`config.mk`:
```
export PLATFORM = sky130hd
export DESIGN_NAME = out_port_arb
export DESIGN_NICKNAME = d
export VERILOG_FILES = /design/src/rtl/out_port_arb.sv
export SDC_FILE = /design/constraint.sdc
export NUM_CORES = 1
export LEC_CHECK = 0
export CAP_MARGIN = 10
export CORE_MARGIN = 4
export CORE_UTILIZATION = 35
export CTS_CLUSTER_SIZE = 28
export DETAILED_ROUTE_END_ITERATION = 8
export PLACE_DENSITY = 0.87
export SLEW_MARGIN = 20
export SYNTH_ARGS = -nofsm -noshare
export SYNTH_HDL_FRONTEND = slang
export SYNTH_SLANG_ARGS = --single-unit
```
`constraint.sdc`:
```
create_clock -name clk -period 2 [get_ports clk]
set_input_delay 0.2 -clock clk [delete_from_list [all_inputs] [get_ports clk]]
set_output_delay 0.2 -clock clk [all_outputs]
set_load 0.03 [all_outputs]
```
`src/rtl/out_port_arb.sv`:
```
// out_port_arb: egress-side reader for one switch output port.
// Pulls packets from four per-ingress FIFOs and chooses between them
// round-robin. Each packet goes out on a registered valid/ready link.
// Optional build macro SW_ARB_STATS_EN adds per-input grant counters
// and the stat_sel/stat_cnt read port.
//
// state    | meaning
// ---------+--------------------------------------------------
// EMPTY    | output register holds nothing (out_valid=0)
// HELD     | output register holds a packet (out_valid=1)

`ifndef PKTW
`define PKTW 8
`endif

module out_port_arb #(
    parameter int NIN = 4,
    parameter int STW = 16
) (
    input  logic                      clk,
    input  logic                      rst,
    input  logic [NIN*(`PKTW+1)-1:0]  fifo_dout,
    input  logic [NIN-1:0]            fifo_empty,
    output logic [NIN-1:0]            fifo_re,
    output logic [`PKTW:0]            out_pkt,
    output logic                      out_valid,
    input  logic                      out_ready,
    output logic [1:0]                out_src
`ifdef SW_ARB_STATS_EN
    ,
    input  logic [1:0]                stat_sel,
    output logic [STW-1:0]            stat_cnt
`endif
);

    localparam int PW = `PKTW + 1;

    localparam logic [0:0] ST_EMPTY = 1'b0;
    localparam logic [0:0] ST_HELD  = 1'b1;

    logic [0:0]    state;
    logic [1:0]    rr_ptr;
    logic [1:0]    sel;
    logic [1:0]    cand;
    logic          any_req;
    logic          load;
    logic [PW-1:0] head [4];

    // Split the packed FIFO head bus into one word per input.
    always_comb begin
        for (int i = 0; i < 4; i++) begin
            head[i] = fifo_dout[i*PW +: PW];
        end
    end

    // Round-robin search: first non-empty input starting at rr_ptr, wrapping 3->0.
    always_comb begin
        sel     = rr_ptr;
        cand    = rr_ptr;
        any_req = 1'b0;
        for (int k = 0; k < 4; k++) begin
            cand = rr_ptr + 2'(k);
            if (!any_req && !fifo_empty[cand]) begin
                sel     = cand;
                any_req = 1'b1;
            end
        end
    end

    // Load whenever a source has data and the output register is free or draining.
    // Reset gates the pop so a FIFO is never read during a reset cycle.
    always_comb begin
        load = !rst && any_req && ((state == ST_EMPTY) || out_ready);
    end

    // One-hot pop strobe toward the selected FIFO.
    always_comb begin
        fifo_re = '0;
        if (load) begin
            fifo_re[sel] = 1'b1;
        end
    end

    // Output register and round-robin pointer; a load may overwrite an accepted packet in the same cycle.
    always_ff @(posedge clk) begin
        if (rst) begin
            state   <= ST_EMPTY;
            out_pkt <= '0;
            out_src <= 2'd0;
            rr_ptr  <= 2'd0;
        end else if (load) begin
            state   <= ST_HELD;
            out_pkt <= head[sel];
            out_src <= sel;
            rr_ptr  <= sel + 2'd1;
        end else if ((state == ST_HELD) && out_ready) begin
            state   <= ST_EMPTY;
        end
    end

    assign out_valid = (state == ST_HELD);

`ifdef SW_ARB_STATS_EN
    logic [STW-1:0] grant_cnt [4];

    // Saturating grant counters, one per input, bumped on each load.
    always_ff @(posedge clk) begin
        if (rst) begin
            for (int i = 0; i < 4; i++) begin
                grant_cnt[i] <= '0;
            end
        end else if (load && (grant_cnt[sel] != {STW{1'b1}})) begin
            grant_cnt[sel] <= grant_cnt[sel] + 1'b1;
        end
    end

    assign stat_cnt = grant_cnt[stat_sel];
`endif

endmodule

```
==> reports/results.ini, run 1 <==
[timing]
hold_slack_ns = 0.469
slew_headroom = 0.777
period_share = 1.02
rsz0062_at_grt = yes
hold_violations = 0
worst_slack_ns = -0.0354
finalCriticalPeriod_ns = 2.04
max_freq_ghz = 0.491
tightest_slew_ns = 0.333
setup_violations = 1
drv_slew = 0
clock_skew_ns = 0.00449

[yosys]
yosysTopAreaCell = dfxtp_1
yosys.area.top_type_share = 0.314
synth_edf_count = 0
yosysWarnings = 0
syn_inst = 91
seq_area_frac_synth = 0.314
ys_ff_latch = 14
synth_cell_types = 29
synth.top_cells.by_count = 18 x mux2i_1, 14 x dfxtp_1, 9 x nand3b_1
synth_flop_cell = dfxtp_1
synth_area_leaders = dfxtp_1 31%, mux2i_1 20%, nand3b_1 7.6%, o221ai_1 6.9%, nor2_1 3.4%
yosysMostFrequentCell = mux2i_1
postSynthAreaPerCell_um2 = 9.82
synth_nets = 134
async_reset_ff_frac = 0
netlist_area_um2 = 893

[min_path]
hp-start = out_src[0]$_SDFFE_PP0P_
whs_path_depth = 2
hold_path_end = out_src[0]$_SDFFE_PP0P_
hold_class = reg2reg

[setup_path]
r2r-start = rr_ptr[1]$_SDFFE_PP0P_
crit_fanout = 5
r2r_cells = 8
worst_ep_arrival_time_ns = 1.84
required_ns = 1.80
rr_endpoint = out_pkt[7]$_SDFFE_PP0P_
crit_path_end_kind = output pin
worst-setup-path-type = reg2out
critPathLaunchType = flip-flop
r2r_setup_slack_ns = 0.08

[grt]
grt_max_degree = 19
gr-usage-all-layers = 0.181
grt_pass1_vias = 1109
grt-ovfl-total = 0
grt_first_pass_wirelength_um = 4750
antenna_found_initial = 0

[floorplanning]
rows = 18
fp.dieW_um = 58.5
fp.dieH_um = 58.5
coreArea_mm2 = 0.00245
start_util = 0.364
io_pins = 59
dieArea_mm2 = 0.00342

[cells_and_area]
fillerInstances = 162
multi_input_area_um2 = 611
synthToLayoutAreaGrowth_pct = 97.6
final_layout_size_suffix_gt1_frac = 0.265
diodes = 0
final_util = 0.719
num-nets-final = 214
register_area_um2 = 282

[cts]
numCtsBuffers = 3
ctsRootBufferMaster = clkbuf_4
clk_pin_slew_worst_paths_ns = 0.09
cts_tree = built
cts_buffer_depth = 2
htreeDepth = 1
insertion_delay_ns = 0.29
holdBufCountCts = 0
cts_sinks = 14

[job]
max_cap_viol_count = 0

[placement]
finalWeightedCongestion = 0.729
port_buffers = 58
dp_hpwl_um = 2230

[pwr]
vdd_drop_max_mv = 0.546
power_density_mw_per_mm2 = 676
p_leak_uw = 0.000723

[detailed_routing]
drtAntennaViolNets = 0
wl_per_cell_um = 16.9
drc = 0
via_per_inst = 5.33
drt-initial-drc-count = 27
num_vias = 1065
finalWirelength_um = 3380
firstDrtPassIters = 4

[status]
run_status = finished, violations left
violations = negative setup slack

==> cells in the final DEF, fill, tap and decap left out, types with 2 or more instances in the layout <==
cell	Yosys	final
buf_4	0	18
dfxtp_1	14	13
dlygate4sd2_1	0	3
mux2i_1	18	18
nor2_2	0	3
nor2_1	8	4
inv_1	2	2
nand3b_1	9	9
buf_6	2	6
clkbuf_4	0	3
nand2_1	5	5
nor2b_1	2	2
clkdlybuf4s50_1	0	50
buf_12	0	2
o21ai_0	3	2
o221ai_1	7	7
o221ai_2	2	2
==> kinds of logic (layout without fill, tap and decap cells) <==
kind of cell	count (synthesis)	count (layout)	synth area share
AO/OA/AOI/OAI	20	20	0.207
XOR/XNOR	1	1	0.00981
buffers and inverters	8	87	0.0644
flip-flops	14	14	0.314
AND/OR/NAND/NOR	30	30	0.203
multiplexers	18	18	0.202
==> critical path: stages, from the launching register on <==
cell and delay [ns]:
dfxtp_2 0.35, or3b_1 0.41, o2111ai_2 0.10, o21ai_2 0.10, buf_4 0.15, nand2b_4 0.17
nor2_2 0.13, buf_6 0.15
==> registers in the layout, summed over array words and instances (netlist names) <==
name and flops:
out_pkt 9, out_src 2, out_valid 1, rr_ptr 2
==> worst max-delay path by stage <==
stage / startpoint / endpoint / slack [ns] / cells past startpoint
6_report: rr_ptr[1]$_SDFFE_PP0P_ / fifo_re[3] / -0.04 / 7
3_3_place_gp: fifo_empty[1] / fifo_re[0] / -0.26 / 7
3_5_place_dp: fifo_empty[1] / fifo_re[0] / -0.30 / 7
4_1_cts: fifo_empty[3] / fifo_re[1] / 0.02 / 9
5_1_grt: rr_ptr[1]$_SDFFE_PP0P_ / fifo_re[0] / -0.09 / 7
2_1_floorplan: rr_ptr[1]$_SDFFE_PP0P_ / fifo_re[1] / 0.11 / 6
==> cell type report <==
class / count / area share
clock buffers: 4 / 0.0206
flip-flops and latches: 14 / 0.159
well taps: 30 / 0.0213
repair buffers: 81 / 0.449
multi-input cells: 69 / 0.346
inverters: 2 / 0.00425
==> where the power goes <==
part	switching (uW)	internal [uW]	leakage, uW	total, uW
Sequential	31.9	324	0.000117	356
Clock	102	111	0.0000210	213
Combinational	289	336	0.000586	625
Total	423	771	0.000723	1190
==> metal layers <==
layer  GRT usage  vias up  routed length [um]
met5           0        -                   0
met4      0.0960        0                  36
met3      0.0724        6                 374
met2       0.314       58                1730
met1       0.184      493                1230
li1            -      508                   -
==> timing repair <==
item                       4_1_cts  5_1_grt
buffers inserted                 2        8
pin swaps                        2        1
resized for setup               13       15
setup endpoints to repair        5        4
==> per-stage QoR <==
stage / TNS (ns) / total power (uW) / instance area, um2 / instances / setup WS, ns
2_1_floorplan: 0 / 645 / 893 / 91 / 0.106
3_3_place_gp: -1.42 / 857 / 1550 / 186 / -0.256
3_5_place_dp: -2.55 / 868 / 1550 / 186 / -0.296
4_1_cts: 0 / 1100 / 1630 / 192 / 0.0204
5_1_grt: -0.314 / 1250 / 1770 / 200 / -0.0870
6_report: -0.0354 / 1190 / 1770 / 200 / -0.0354
(Power assumes the default switching activity.)
==> run 2, diff against run 1 <==
Settings changed: TNS_END_PERCENT from default to 1.
==> run 2 against run 1 <==
The flow now finishes without violations. Combinational power is 14% lower. Critical path depth stayed put. Total power is 8.2% lower.
==> reports/results.ini, run 2 (synthesized netlist as in run 1, its figures left out) <==
[cells_and_area]
final_util = 0.663  ; -0.0561
largest_reg_flops = 9  ; unchanged
num-nets-final = 206  ; -3.7%
final_layout_size_suffix_gt1_frac = 0.204  ; -0.0610
diodes = 0  ; unchanged
fillerInstances = 179  ; +10%
register_area_um2 = 282  ; unchanged
layout_common_cells = 51 x clkdlybuf4s50_1, 18 x mux2i_1, 15 x buf_4
largest_register = out_pkt
reg.largest.list = out_pkt: 9 flops, out_src: 2 flops, rr_ptr: 2 flops
multi_input_area_um2 = 573  ; -6.1%
final_common_cell = clkdlybuf4s50_1
synthToLayoutAreaGrowth_pct = 82.2

[pwr]
p_leak_uw = 0.000655  ; -9.4%
p_total_uw = 1100  ; -8.2%
vdd_drop_max_mv = 0.611  ; +12%
power_density_mw_per_mm2 = 673  ; -0.48%

[setup_path]
critPathLaunchType = flip-flop
worst_ep_arrival_time_ns = 1.78  ; -0.06 ns
required_ns = 1.80  ; about the same
crit_path_end_kind = output pin
crit_fanout = 5  ; unchanged
worst-setup-path-type = reg2out

[timing]
setup_violations = 0  ; -1
finalCriticalPeriod_ns = 1.98  ; -0.0553 ns
rsz0062_at_grt = yes
period_share = 0.990  ; -0.0276
max_freq_ghz = 0.505  ; +2.8%
drv_slew = 0  ; unchanged
hold_violations = 0  ; unchanged
setup_tns_ns = 0  ; +0.0354 ns
tightest_slew_ns = 0.332  ; -0.000872 ns
hold_slack_ns = 0.465  ; -0.00432 ns
clock_skew_ns = 0.00264  ; -0.00185 ns
worst_slack_ns = 0.0198  ; +0.0553 ns
slew_headroom = 0.778  ; about the same

[cts]
numCtsBuffers = 3  ; unchanged
htreeDepth = 1  ; unchanged
cts_sinks = 14  ; unchanged
clk_pin_slew_worst_paths_ns = 0.09  ; about the same
insertion_delay_ns = 0.28  ; about the same
ctsRootBufferMaster = clkbuf_4
cts_buffer_depth = 2  ; unchanged
cts_tree = built

[detailed_routing]
drtAntennaViolNets = 0  ; unchanged
num_vias = 1021  ; -4.1%
firstDrtPassIters = 4  ; unchanged
drc = 0  ; unchanged
finalWirelength_um = 2920  ; -13%
wl_per_cell_um = 15.2  ; -9.9%
drt-initial-drc-count = 19  ; -30%
via_per_inst = 5.32  ; -0.14%

[floorplanning]
fp.dieH_um = 58.5  ; unchanged
coreArea_mm2 = 0.00245  ; unchanged
io_pins = 59  ; unchanged
rows = 18  ; unchanged
start_util = 0.364  ; unchanged
dieArea_mm2 = 0.00342  ; unchanged
fp.dieW_um = 58.5  ; unchanged

[grt]
grt_max_degree = 19  ; unchanged
gr-usage-all-layers = 0.181  ; unchanged
antenna_found_initial = 0  ; unchanged
grt_pass1_vias = 1109  ; unchanged
grt_first_pass_wirelength_um = 4750  ; unchanged
grt-ovfl-total = 0  ; unchanged

[placement]
port_buffers = 58  ; unchanged
pre_cts_ws_ns = -0.296  ; unchanged
finalWeightedCongestion = 0.729  ; unchanged
dp_hpwl_um = 2230  ; unchanged

[job]
max_cap_viol_count = 0  ; unchanged

[min_path]
hold_class = reg2reg

[status]
run_status = complete, no violations

run 2: changes by cell type in the layout (fill, tap and decap cells not counted), moves of 2 or more:
| cell | change |
|---|---|
| buf_12 | -2 |
| buf_6 | -4 |
| nor2_1 | +2 |
| buf_4 | -3 |
run 2: area by class of cell:
type | instances | share of cell area
tap | 30 | 0.0231
clock buffer | 4 | 0.0223
sequential | 14 | 0.173
inverter | 2 | 0.00461
multi-input combinational | 69 | 0.352
timing repair buffer | 73 | 0.425
run 2: final timing paths:
| check | from | cells past startpoint | slack (ns) | to |
|---|---|---|---|---|
| worst max-delay path | rr_ptr[1]$_SDFFE_PP0P_ | 7 | 0.02 | fifo_re[3] |
| worst min-delay path | out_src[0]$_SDFFE_PP0P_ | 2 | 0.46 | out_src[0]$_SDFFE_PP0P_ |
| worst max register to register | rr_ptr[1]$_SDFFE_PP0P_ | 7 | 0.19 | out_pkt[7]$_SDFFE_PP0P_ |
| worst min register to register | out_src[0]$_SDFFE_PP0P_ | 2 | 0.46 | out_src[0]$_SDFFE_PP0P_ |
run 2: repair_timing:
action                                 CTS  global route
gates resized for setup                 13             3
buffers inserted                         2             0
hold buffers                             0             0
pin swaps                                2             1
setup endpoints to repair                5             4
endpoints found under the hold margin    0             0
run 2: per-layer routing:
metal / routed length [um] / vias up / track usage
met2: 1430 / 53 / 0.314
met4: 65 / 0 / 0.0960
met3: 321 / 8 / 0.0724
met5: 0 / - / 0
met1: 1110 / 468 / 0.184
li1: - / 492 / -
run 2: through the flow:
| step | cell area [um2] | instances |
|---|---|---|
| 2_1_floorplan | 893 | 91 |
| 3_3_place_gp | 1550 | 186 |
| 3_5_place_dp | 1550 | 186 |
| 4_1_cts | 1630 | 192 |
| 5_1_grt | 1630 | 192 |
| 6_report | 1630 | 192 |
run 2: power breakdown:
part           total, uW  internal [uW]  switching, uW
logic                537            278            260
clock network        205            111           94.7
registers            352            324           28.4
run 2: critical path, cell delays in order, from the launching register on:
cell and delay (ns):
dfxtp_2 0.34, or3b_1 0.37, o2111ai_1 0.08, o21ai_1 0.12, buf_4 0.15, nand2b_4 0.16
nor2_2 0.14, buf_6 0.14
==> run 3, diff against run 2 <==
Settings changed: ABC_AREA from default to 1, ABC_CLOCK_PERIOD_IN_PS from default to 1630, CORE_ASPECT_RATIO from default to 2, CORE_UTILIZATION 35 to 39, PLACE_DENSITY 0.87 to 0.84.
Clock period 2 ns to 1.63 ns, I/O delays scaled along.
==> run 3 against run 2 <==
The run now ends with negative setup slack left. Setup slack got worse by 0.56 ns. Count of clock-buffer cells in the layout unchanged. Largest power group unchanged. First-iteration DRC count up 140%. Global-route usage increased by 4.1 points. Combinational power rose to 12 times the previous value. Area after synthesis is 65% higher.
==> reports/results.ini, run 3 <==
[pwr]
vdd_drop_max_mv = 1.52  ; +150%
p_leak_uw = 0.00135  ; +110%
power_frac_seq = 0.088  ; -0.234
p_total_uw = 7470  ; +580%
comb_power_share = 0.866  ; +0.375
p_sw_uw = 4000  ; +950%
p_sw_frac = 0.536  ; +0.186
clock_power_share = 0.046  ; -0.142
internal-power_uw = 3470  ; +390%
power_density_mw_per_mm2 = 2590  ; +280%

[placement]
dp_hpwl_um = 3750  ; +68%
finalWeightedCongestion = 0.886  ; +22%
port_buffers = 58  ; unchanged
pre_cts_ws_ns = -0.463  ; -0.166 ns

[floorplanning]
io_pins = 59  ; unchanged
fp.dieW_um = 51.5  ; -12%
fp.dieH_um = 95.0  ; +62%
start_util = 0.405  ; +0.0407
dieArea_mm2 = 0.00489  ; +43%
rows = 31  ; +13
coreArea_mm2 = 0.00365  ; +49%

[cts]
cts_buffer_depth = 2  ; unchanged
ctsRootBufferMaster = clkbuf_8
numCtsBuffers = 3  ; unchanged
cts_tree = built
insertion_delay_ns = 0.25  ; -0.03 ns
clk_pin_slew_worst_paths_ns = 0.06  ; -0.03 ns
htreeDepth = 1  ; unchanged
holdBufCountCts = 0  ; unchanged
cts_sinks = 14  ; unchanged

[cells_and_area]
diodes = 0  ; unchanged
largest_register = out_pkt
final_layout_size_suffix_gt1_frac = 0.436  ; +0.233
synthToLayoutAreaGrowth_pct = 95.7
reg.largest.list = out_pkt: 9 flops, out_src: 2 flops, rr_ptr: 2 flops
largest_reg_flops = 9  ; unchanged
num-nets-final = 374  ; +82%
layout_common_cells = 52 x clkdlybuf4s50_1, 47 x nand2_1, 39 x nand3_1
final_common_cell = clkdlybuf4s50_1

[setup_path]
crit_path_end_kind = output pin
worst-setup-path-type = reg2out
crit_fanout = 6  ; +1
cp_top_family = simple AND/OR/NAND/NOR gates
cp_slowest_cell = dfxtp_4
crit_top_cell = nand2_4
path_cells = buf_12 -> nand2_4 -> nand2_4 -> nand2_8 -> nand2_8 -> nor2_8 -> nand3_4 -> nand2_2 -> nand2_2 -> nand2_4 -> nand2_4 -> nor2_4 -> buf_6
required_ns = 1.47  ; -0.33 ns
critPathLaunchType = flip-flop
worst_ep_arrival_time_ns = 2.00  ; +0.22 ns
critPathBufInv = 2  ; unchanged
cpPeakStageDelay_ns = 0.38  ; about the same
r2r_setup_slack_ns = -0.41  ; -0.60 ns

[yosys]
yosysMostFrequentCell = nand2_1
syn_inst = 236  ; +160%
yosysTopAreaCell = nand2_1
synth_cell_types = 25  ; -14%
synth_edf_count = 0  ; unchanged
yosysWarnings = 0  ; unchanged
seq_area_frac_synth = 0.190  ; -0.124
synth_area_leaders = nand2_1 21%, dfxtp_1 19%, nand3_1 16%, nand2_2 7.2%, nand2_4 6.9%
synth.top_cells.by_count = 81 x nand2_1, 46 x nand3_1, 24 x inv_1
yosys.area.top_type_share = 0.206  ; -0.108
async_reset_ff_frac = 0  ; unchanged
postSynthAreaPerCell_um2 = 6.25  ; -36%
synth_flop_cell = dfxtp_1
synth_nets = 279  ; +110%
ys_ff_latch = 14  ; unchanged
netlist_area_mm2 = 0.00148  ; +65%

[detailed_routing]
via_per_inst = 5.15  ; -3.2%
drtAntennaViolNets = 0  ; unchanged
drt-initial-drc-count = 46  ; +27
wl_per_cell_um = 15.9  ; +4.8%
drc = 0  ; unchanged
num_vias = 1950  ; +91%
finalWirelength_um = 6050  ; +110%
firstDrtPassIters = 4  ; unchanged

[timing]
period_share = 1.33
setup_violations = 18  ; +18
setup_tns_ns = -6.91  ; -6.91 ns
tightest_slew_ns = 0.332  ; +0.000305 ns
slew_headroom = 0.778  ; about the same
hold_slack_ns = 0.474  ; +0.00931 ns
drv_slew = 0  ; unchanged
finalCriticalPeriod_ns = 2.17
rsz0062_at_grt = yes
hold_violations = 0  ; unchanged
clock_skew_ns = 0.000996  ; -0.00164 ns
max_freq_ghz = 0.462
worst_slack_ns = -0.537  ; -0.557 ns

[status]
violations = negative setup slack
run_status = finished, violations left

[grt]
grt_first_pass_wirelength_um = 8290  ; +74%
antenna_found_initial = 0  ; unchanged
gr-usage-all-layers = 0.221  ; +0.0406
grt_max_degree = 15  ; -4
grt-ovfl-total = 0  ; unchanged
grt_pass1_vias = 1925  ; +74%

[job]
max_cap_viol_count = 0  ; unchanged

[min_path]
hold_class = reg2reg

==> run 3: cell count changes in the layout (fill, tap and decap cells not counted), moves of 6 or more <==
cell / previous run / this run
nand2_1: 5 / 47
nand2_8: 0 / 10
nand2_4: 0 / 22
buf_4: 15 / 32
inv_1: 2 / 21
nand3_1: 1 / 39
mux2i_1: 18 / 0
buf_6: 2 / 8
nand2_2: 0 / 28
nand3b_1: 9 / 0
o221ai_1: 7 / 0
nand3_2: 0 / 9
==> run 3: power by group through the flow <==
stage	Combinational (uW)	Sequential (uW)	Clock (uW)
after floorplan	3230	806	0
after global placement	4600	594	0
after detailed placement	4670	602	0
after CTS	5580	627	339
after global routing	6860	677	363
final	6470	661	340
==> run 3: routing by layer <==
metal	routed length (um)	vias to the layer above	track usage
met1	1860	910	0.192
met4	306	0	0.0963
li1	-	942	-
met2	3640	73	0.454
met3	234	25	0.0442
met5	0	-	0
==> run 3: what timing repair did <==
| item | in CTS | in global routing |
|---|---|---|
| resized for setup | 42 | 54 |
| gates cloned | 1 | 0 |
| pin swaps | 29 | 24 |
| buffers inserted | 12 | 5 |
| setup endpoints to repair | 18 | 18 |
==> run 3: tightest hold or removal path: stages (launching register included) <==
cell	delay, ns
dfxtp_1	0.31
nand2_1	0.06
a21oi_1	0.06
==> run 3: worst paths after layout <==
kind / cells past startpoint / from / end
worst max-delay path: 13 / rr_ptr[0]$_SDFFE_PP0P_ / fifo_re[2]
worst min-delay path: 2 / out_pkt[5]$_SDFFE_PP0P_ / out_pkt[5]$_SDFFE_PP0P_
worst max register to register: 14 / rr_ptr[0]$_SDFFE_PP0P_ / out_pkt[8]$_SDFFE_PP0P_
worst min register to register: 2 / out_pkt[5]$_SDFFE_PP0P_ / out_pkt[5]$_SDFFE_PP0P_
==> run 3: cells by family after synthesis <==
logic type | count (synthesis) | synth area share
compound gates | 15 | 0.0568
buf+inv | 37 | 0.134
simple gates | 170 | 0.619
flops | 14 | 0.190
==> run 3: through the flow <==
step,cells,cell area (um2),utilization
after CTS,375,2640,0.725
after global placement,358,2280,0.626
after detailed placement,358,2280,0.626
after floorplan,236,1550,-
after global routing,379,2890,0.792
final,379,2890,0.792
==> run 3: final cells by class <==
class                           count  area, um2
Multi-Input combinational cell    185       1380
Fill cell                         260        759
Sequential cell                    14        288
Timing Repair Buffer               99        976
Tap cell                           49       61.3
Clock buffer                        4       55.1
Inverter                           28        123
